`src/rtl/sram_pkg.sv`:
```
// Shared types and constants for the synchronous front-end of the 128K x 16 async SRAM.
package sram_pkg;

  typedef enum logic [1:0] {
    IDLE   = 2'd0,
    SETUP  = 2'd1,
    STROBE = 2'd2,
    HOLD   = 2'd3
  } state_t;

  localparam int ADDR_W_DEF = 17;
  localparam int DATA_W_DEF = 16;

  localparam logic ASSERT_N   = 1'b0;
  localparam logic DEASSERT_N = 1'b1;

endpackage

```
`src/rtl/sram_access_ctrl.sv`:
```
// Turns single-beat read/write requests into CE/OE/WE waveforms with setup, strobe and hold phases.
//
// state  | meaning
// IDLE   | ready for a request, all strobes high
// SETUP  | CE low, address/data settling before the strobe
// STROBE | OE (read) or WE (write) low for WAIT_CYCLES cycles
// HOLD   | strobe released, CE still low, response pulse issued
module sram_access_ctrl
  import sram_pkg::*;
#(
  parameter int ADDR_W      = ADDR_W_DEF,
  parameter int DATA_W      = DATA_W_DEF,
  parameter int WAIT_CYCLES = 2
) (
  input  logic              clk,
  input  logic              reset,
  input  logic              req_valid,
  output logic              req_ready,
  input  logic              req_we,
  input  logic [ADDR_W-1:0] req_addr,
  input  logic [DATA_W-1:0] req_wdata,
  output logic              rsp_valid,
  output logic              rsp_we,
  output logic [DATA_W-1:0] rsp_data,
  output logic              CE,
  output logic              OE,
  output logic              WE,
  output logic [ADDR_W-1:0] address,
  output logic [DATA_W-1:0] input_data,
  input  logic [DATA_W-1:0] stackData
);

  if (WAIT_CYCLES < 1 || WAIT_CYCLES > 15) begin : g_bad_wait
    $error("sram_access_ctrl: WAIT_CYCLES must be within 1..15");
  end

  localparam logic [3:0] WAIT_LOAD = 4'(WAIT_CYCLES - 1);

  state_t     state;
  logic       op_we;
  logic [3:0] wait_cnt;

  // Only combinational output: lets the requester see readiness without a cycle of lag.
  assign req_ready = (state == IDLE) && !reset;

  always_ff @(posedge clk or posedge reset) begin
    if (reset) begin
      state      <= IDLE;
      op_we      <= 1'b0;
      wait_cnt   <= 4'd0;
      CE         <= DEASSERT_N;
      OE         <= DEASSERT_N;
      WE         <= DEASSERT_N;
      address    <= '0;
      input_data <= '0;
      rsp_valid  <= 1'b0;
      rsp_we     <= 1'b0;
      rsp_data   <= '0;
    end else begin
      rsp_valid <= 1'b0;
      case (state)
        IDLE: begin
          if (req_valid) begin
            address <= req_addr;
            if (req_we) input_data <= req_wdata;
            op_we <= req_we;
            CE    <= ASSERT_N;
            state <= SETUP;
          end
        end
        SETUP: begin
          wait_cnt <= WAIT_LOAD;
          if (op_we) WE <= ASSERT_N;
          else       OE <= ASSERT_N;
          state <= STROBE;
        end
        STROBE: begin
          // Terminal count: the read data has had the full strobe window to settle.
          if (wait_cnt == 4'd0) begin
            OE        <= DEASSERT_N;
            WE        <= DEASSERT_N;
            rsp_valid <= 1'b1;
            rsp_we    <= op_we;
            if (!op_we) rsp_data <= stackData;
            state     <= HOLD;
          end else begin
            wait_cnt <= wait_cnt - 4'd1;
          end
        end
        HOLD: begin
          CE    <= DEASSERT_N;
          state <= IDLE;
        end
        default: state <= IDLE;
      endcase
    end
  end

endmodule

```
`config.mk`:
```
export PLATFORM = sky130hd
export DESIGN_NAME = sram_access_ctrl
export DESIGN_NICKNAME = d
export VERILOG_FILES = /design/src/rtl/sram_pkg.sv /design/src/rtl/sram_access_ctrl.sv
export SDC_FILE = /design/constraint.sdc
export NUM_CORES = 1
export LEC_CHECK = 0
export BUFFER_PORTS_ARGS = -buffer_cell sky130_fd_sc_hd__buf_2
export CORE_ASPECT_RATIO = 1.75
export CORE_MARGIN = 2
export CORE_UTILIZATION = 25
export DETAILED_ROUTE_END_ITERATION = 7
export PLACE_DENSITY_LB_ADDON = 0.12
export SETUP_SLACK_MARGIN = 0.1
export SLEW_MARGIN = 15
export SYNTH_ARGS = -nofsm -noshare
export SYNTH_HDL_FRONTEND = slang
export SYNTH_SLANG_ARGS = --single-unit
export TNS_END_PERCENT = 20
```
`constraint.sdc`:
```
create_clock -name clk -period 2.1 [get_ports clk]
set_clock_uncertainty 0.1 [all_clocks]
set_input_delay 0.42 -clock clk [delete_from_list [all_inputs] [get_ports clk]]
set_output_delay 0.42 -clock clk [all_outputs]
set_load 0.005 [all_outputs]
```
==> flow_summary.ini, run 1 <==
[power]
pwr_density_cell_nw_per_um2 = 1520
p_sw_share_pct = 29.1
power.share.clock_pct = 24.2
total_power_mw = 5.47
peakVddDrop_mv = 0.531
power.share.combinational_pct = 38.0
power_switching_mw = 1.59
power.sequential.fraction_pct = 37.8
static-leakage-power_nw = 1.79
internal_power_mw = 3.88

[yosys]
synth_top_flop_cell = sky130_fd_sc_hd__dfrtp_1
synthDominantAreaCellType = sky130_fd_sc_hd__dfrtp_1
syn_area_per_cell_um2 = 15.0
synthArstFlopShare_pct = 100
postSynthCellCount = 166
synth.yosys.warnings = 0
synth_most_common_cell = sky130_fd_sc_hd__dfrtp_1
post-synth-top-area-fraction_pct = 58.4
postSynthRegisterBits = 61
yosysSeqAreaShare_pct = 61.6
post_synth_num_cell_types = 26
synth_enable_flop_cells = 0
syn_area_um2 = 2490
synth_nets = 225
synth.top_cells.by_area = sky130_fd_sc_hd__dfrtp_1, sky130_fd_sc_hd__mux2_2, sky130_fd_sc_hd__mux2_4, sky130_fd_sc_hd__dfstp_2, sky130_fd_sc_hd__ha_1
commonest_cells_in_the_netlist = sky130_fd_sc_hd__dfrtp_1, sky130_fd_sc_hd__mux2_2, sky130_fd_sc_hd__mux2_4

[placed_design]
gp_congestion = 0.767
hpwlAfterDp_mm = 4.13
port_buffer_count = 107

[sta]
slew_viol_final = 0
final_hold_viol_count = 0
max_freq_mhz = 485
tns_ps = 0
period_share_pct = 98.1
max-slew-margin-rel_pct = 65.0
min_period_ps = 2060
finalSetupViolations = 0
grt_setup_unrepaired = true
worst_slew_pin_tran_ps = 524

[detailed_routing]
remaining_drc_errors = 0
vias = 1791
drt_iter0_markers = 28
routed_wire_length_per_instance_um = 13.3
route.antenna.remaining_nets = 0
totalWireLength_mm = 5.62
drt_first_pass_iters = 4
viasPerCell = 4.24

[worst_setup_path]
worstSetupStartpointType = flop
critical_path.max_fanout = 4
rrSetupSlack_ps = 40
timing.critical_path.arrival_ps = 2170
crit_type = reg2reg
endpoint_kind = flop
reg2reg_to = rsp_data[11]$_DFFE_PP0P_
rr_startpoint = wait_cnt[0]$_DFFE_PP0P_
ff2ff_path_depth = 6
worst-endpoint-required_ps = 2210

[layout]
area_delta_synth_final_pct = 44.6
antenna_cells = 0
layout.filler_cells = 978
area_of_the_multi_input_gates_um2 = 908
drive_above_1_share_pct = 66.0
area.sequential_um2 = 1530
finalNetCount = 353

[clock_tree]
post_cts_hold_buffer_count = 0
level_count_of_the_clock_h_tree = 3
count_of_clock_tree_sinks = 61
cts.root.buffer_cell = sky130_fd_sc_hd__clkbuf_16
clock_insertion_delay_at_the_later_pin_of_the_skew_report_ps = 320
worst_setup_hold_path_clk_slew_ps = 50
clk_path_buf_depth = 2
cts_tree = built
numCtsBuffers = 9

[grt]
antenna_violations_before_repair = 0
via_count_of_the_first_global_routing_pass = 1905
congestion_overflow_gr = 0
grt_max_degree = 23
global_route_wire_length_before_repair_mm = 8.94
track_usage_pct = 11.0

[worst_hold_path]
hold_class = in2async

[run]
max_cap_check_violation_count = 0

[floorplanning]
initial_core_util_pct = 25.4
ports_placed_on_the_boundary = 108
floorplan.rows = 48
die_y_um = 136
core-area_um2 = 9790
die-area_um2 = 10800
die_w_um = 79.4

[outcome]
outcome = finished, final reports clean
-- critical path: stages, from the launching register on --
cell and delay [ps]:
sky130_fd_sc_hd__dfrtp_1 390, sky130_fd_sc_hd__inv_2 90, sky130_fd_sc_hd__ha_4 130, sky130_fd_sc_hd__or3b_4 370
sky130_fd_sc_hd__or3_4 390, sky130_fd_sc_hd__clkbuf_16 180, sky130_fd_sc_hd__mux2_4 290
-- stage by stage --
step	cells	setup slack (ps)	util [%]	cell area (um^2)	hold slack (ps)
floorplan	166	-1.22	-	2490	376
global placement	404	96.1	33.2	3250	375
detailed placement	404	62.6	33.2	3250	389
global route	422	1.63	36.7	3600	85.7
finish	422	38.9	36.7	3600	45.7
CTS	418	77.9	35.9	3520	60.7
-- cell families (layout without fill, tap and decap cells) --
| logic type | after synthesis | count (layout) | synth area share, % |
|---|---|---|---|
| and+or+nand+nor | 20 | 20 | 4.28 |
| DFF | 61 | 61 | 61.6 |
| AOI/OAI and AO/OA | 17 | 17 | 4.13 |
| muxes | 51 | 51 | 24.4 |
| buffers and inverters | 11 | 142 | 2.62 |
| adders and majority gates | 6 | 6 | 3.02 |
-- layer usage --
| layer | vias up | part of all wire, % | GRT usage [%] | routed length, um |
|---|---|---|---|---|
| met5 | - | 0 | 0 | 0 |
| met4 | 0 | 3.3 | 8.33 | 185 |
| met3 | 11 | 7.3 | 3.19 | 408 |
| met2 | 83 | 50 | 18.1 | 2820 |
| met1 | 868 | 39 | 11.8 | 2210 |
| li1 | 829 | - | - | - |
-- cell usage in the layout, fill, tap and decap left out, drive strengths merged, types with 3 or more instances in the layout --
| master | instances |
|---|---|
| a21oi | 6 |
| nand2 | 5 |
| buf | 120 |
| ha | 6 |
| inv | 5 |
| nor2b | 3 |
| dfrtp | 58 |
| dfstp | 3 |
| o21ai | 6 |
| clkbuf | 14 |
| nor2 | 5 |
| mux2 | 50 |
-- what timing repair did --
action | in CTS | in global routing
setup buffers | 0 | 2
gates cloned | 0 | 2
endpoints found under the setup margin | 16 | 17
gates resized for setup | 1 | 4
-- sequential cells by signal, indices dropped and copies added (netlist names) --
register and cells:
CE 1, wait_cnt 4, state 2, rsp_we 1
input_data 16, op_we 1, OE 1, address 17
rsp_valid 1, rsp_data 16, WE 1
-- cell type report --
class | count | area share (%)
inverter | 6 | 0.731
clock buffer | 12 | 7.13
multi-input combinational | 94 | 25.3
timing repair buffer | 122 | 19.7
clock inverter | 2 | 0.278
tap | 125 | 4.35
sequential | 61 | 42.6
-- power by group through the flow --
stage | logic [mW] | registers [mW] | clock network, mW
after floorplan | 1.11 | 2.12 | 0
after global placement | 2.00 | 2.08 | 0
after detailed placement | 2.02 | 2.09 | 0
after CTS | 2.04 | 2.08 | 1.38
after global routing | 2.32 | 2.16 | 1.43
final | 2.08 | 2.07 | 1.32
-- how the worst max path moves through the flow --
stage	startpoint	depth (start not counted)	end	slack, ps
after detailed placement	wait_cnt[0]$_DFFE_PP0P_	6	rsp_data[9]$_DFFE_PP0P_	60
after global placement	wait_cnt[0]$_DFFE_PP0P_	6	rsp_data[9]$_DFFE_PP0P_	100
after CTS	wait_cnt[0]$_DFFE_PP0P_	6	rsp_data[9]$_DFFE_PP0P_	80
after floorplan	wait_cnt[0]$_DFFE_PP0P_	7	rsp_data[10]$_DFFE_PP0P_	-1
after global routing	wait_cnt[0]$_DFFE_PP0P_	6	rsp_data[4]$_DFFE_PP0P_	2
final	wait_cnt[0]$_DFFE_PP0P_	6	rsp_data[11]$_DFFE_PP0P_	40
Power figures use the tool's default switching activity.
==> run 2: changes to the inputs <==
--- a/config.mk
+++ b/config.mk
@@ -13,5 +13,5 @@
 export PLACE_DENSITY_LB_ADDON = 0.12
 export SETUP_SLACK_MARGIN = 0.1
-export SLEW_MARGIN = 15
+export SLEW_MARGIN = 20
 export SYNTH_ARGS = -nofsm -noshare
 export SYNTH_HDL_FRONTEND = slang
==> constraint.sdc (replaced) <==
create_clock -name clk -period 2.1 [get_ports clk]
set_clock_uncertainty 0.1 [all_clocks]
set_input_delay 0.42 -clock clk [delete_from_list [all_inputs] [get_ports clk]]
set_output_delay 0.42 -clock clk [all_outputs]
set_load 0.1 [all_outputs]
==> run 2 against run 1 <==
Final cell count is 0.95% lower; critical path depth unchanged; design area is 1.8% lower; sequential cell count did not move; worst hold slack better by 17 ps; core utilization is 0.68 points lower; die area unchanged; fmax rose by 2.3%; global-route usage shrank 0.36 points; count of clock-buffer cells in the layout rose by 1.
==> flow_summary.ini, run 2 (synthesis gave the netlist of run 1 again) <==
[layout]
postLayoutCoreUtil_pct = 36.1
stdcell_count = 418
antenna_cells = 0
area_delta_synth_final_pct = 42.0
layout.cells.most_common = sky130_fd_sc_hd__buf_2
largest_reg_flops = 17
finalNetCount = 347
reg.largest.list = address x17, input_data x16, rsp_data x16
most-common-layout-cells = sky130_fd_sc_hd__buf_2, sky130_fd_sc_hd__dfrtp_1, sky130_fd_sc_hd__mux2_2
area_of_the_multi_input_gates_um2 = 908
layout.filler_cells = 995
area.sequential_um2 = 1530
drive_above_1_share_pct = 65.5
largest_register = address

[clock_tree]
clk_path_buf_depth = 2
cts.root.buffer_cell = sky130_fd_sc_hd__clkbuf_16
post_cts_hold_buffer_count = 0
count_of_clock_tree_sinks = 61
post_cts.repair.setup_buffers = 0
clock_insertion_delay_at_the_later_pin_of_the_skew_report_ps = 320
cts_tree = built
worst_setup_hold_path_clk_slew_ps = 50
numCtsBuffers = 9
level_count_of_the_clock_h_tree = 3

[floorplanning]
die-area_um2 = 10800
core-area_um2 = 9790
initial_core_util_pct = 25.4
die_w_um = 79.4
die_y_um = 136
ports_placed_on_the_boundary = 108
floorplan.rows = 48

[grt]
global_route_wire_length_before_repair_mm = 8.70
congestion_overflow_gr = 0
via_count_of_the_first_global_routing_pass = 1820
antenna_violations_before_repair = 0
grt_max_degree = 30
track_usage_pct = 10.7

[sta]
slew_viol_final = 0
max_freq_mhz = 496
worst_slew_pin_tran_ps = 520
finalSetupViolations = 0
min_period_ps = 2020
grt_setup_unrepaired = true
period_share_pct = 96.0
final_hold_viol_count = 0
max-slew-margin-rel_pct = 65.2

[worst_setup_path]
rr_startpoint = wait_cnt[0]$_DFFE_PP0P_
rrSetupSlack_ps = 80
worst-endpoint-required_ps = 2200
endpoint_kind = flop
timing.critical_path.arrival_ps = 2120
timing.critical_path.from = wait_cnt[0]$_DFFE_PP0P_
reg2reg_to = rsp_data[12]$_DFFE_PP0P_
cp-endpoint = rsp_data[12]$_DFFE_PP0P_
ff2ff_path_depth = 6
crit_type = reg2reg
critical_path.max_fanout = 17
worstSetupStartpointType = flop

[worst_hold_path]
hold_class = in2async

[placed_design]
gp_congestion = 0.816
port_buffer_count = 107
hpwlAfterDp_mm = 4.15
dp_cells = 402

[outcome]
outcome = finished, final reports clean

[detailed_routing]
route.antenna.remaining_nets = 0
drt_first_pass_iters = 4
viasPerCell = 4.22
routed_wire_length_per_instance_um = 13.3
totalWireLength_mm = 5.55
vias = 1766
drt_iter0_markers = 43
remaining_drc_errors = 0

[run]
max_cap_check_violation_count = 0
## run 2: cell type report
cell class	count	area share [%]
Clock buffer	13	7.09
Clock inverter	3	0.425
Inverter	6	0.744
Multi-Input combinational cell	94	25.7
Sequential cell	61	43.4
Tap cell	125	4.43
Timing Repair Buffer	116	18.2
## run 2: how the worst min path moves through the flow
stage,to,depth (start not counted),slack [ps],startpoint
after global placement,rsp_we$_DFFE_PP0P_,1,380,rsp_we$_DFFE_PP0P_
after floorplan,op_we$_DFFE_PP0P_,2,380,op_we$_DFFE_PP0P_
after CTS,state[1]$_DFFE_PP0P_,2,50,reset
after detailed placement,rsp_we$_DFFE_PP0P_,1,380,rsp_we$_DFFE_PP0P_
after global routing,state[1]$_DFFE_PP0P_,2,100,reset
final,state[1]$_DFFE_PP0P_,2,60,reset
## run 2: layer usage
layer | track usage, % | part of all wire (%) | vias to the layer above
met5 | 0 | 0 | -
met4 | 5.75 | 1.9 | 0
met3 | 3.52 | 7.8 | 7
met2 | 18.1 | 51 | 80
met1 | 11.7 | 39 | 854
li1 | - | - | 825
## run 2: what timing repair did
item	4_1_cts	5_1_grt
cloned	0	0
resized for setup	2	4
setup endpoints to repair	17	18
## run 2: worst max-delay path, stage by stage (launching register included)
cell	delay, ps
sky130_fd_sc_hd__dfrtp_1	380
sky130_fd_sc_hd__inv_2	70
sky130_fd_sc_hd__ha_2	160
sky130_fd_sc_hd__or3b_4	370
sky130_fd_sc_hd__or3_4	340
sky130_fd_sc_hd__buf_12	170
sky130_fd_sc_hd__mux2_4	300
## run 2: through the flow
step                setup slack, ps  setup TNS, ps  hold slack (ps)  cell area (um^2)
floorplan                     -1.56          -14.1              376              2490
global placement               77.3              0              375              3250
detailed placement             50.1              0              384              3250
CTS                            69.6              0             51.0              3520
global route                   38.7              0             96.0              3530
finish                         84.4              0             63.1              3530
Power of run 2 is not shown: default switching activity piles up to over one toggle a cycle in this logic, so the estimate is an artifact.
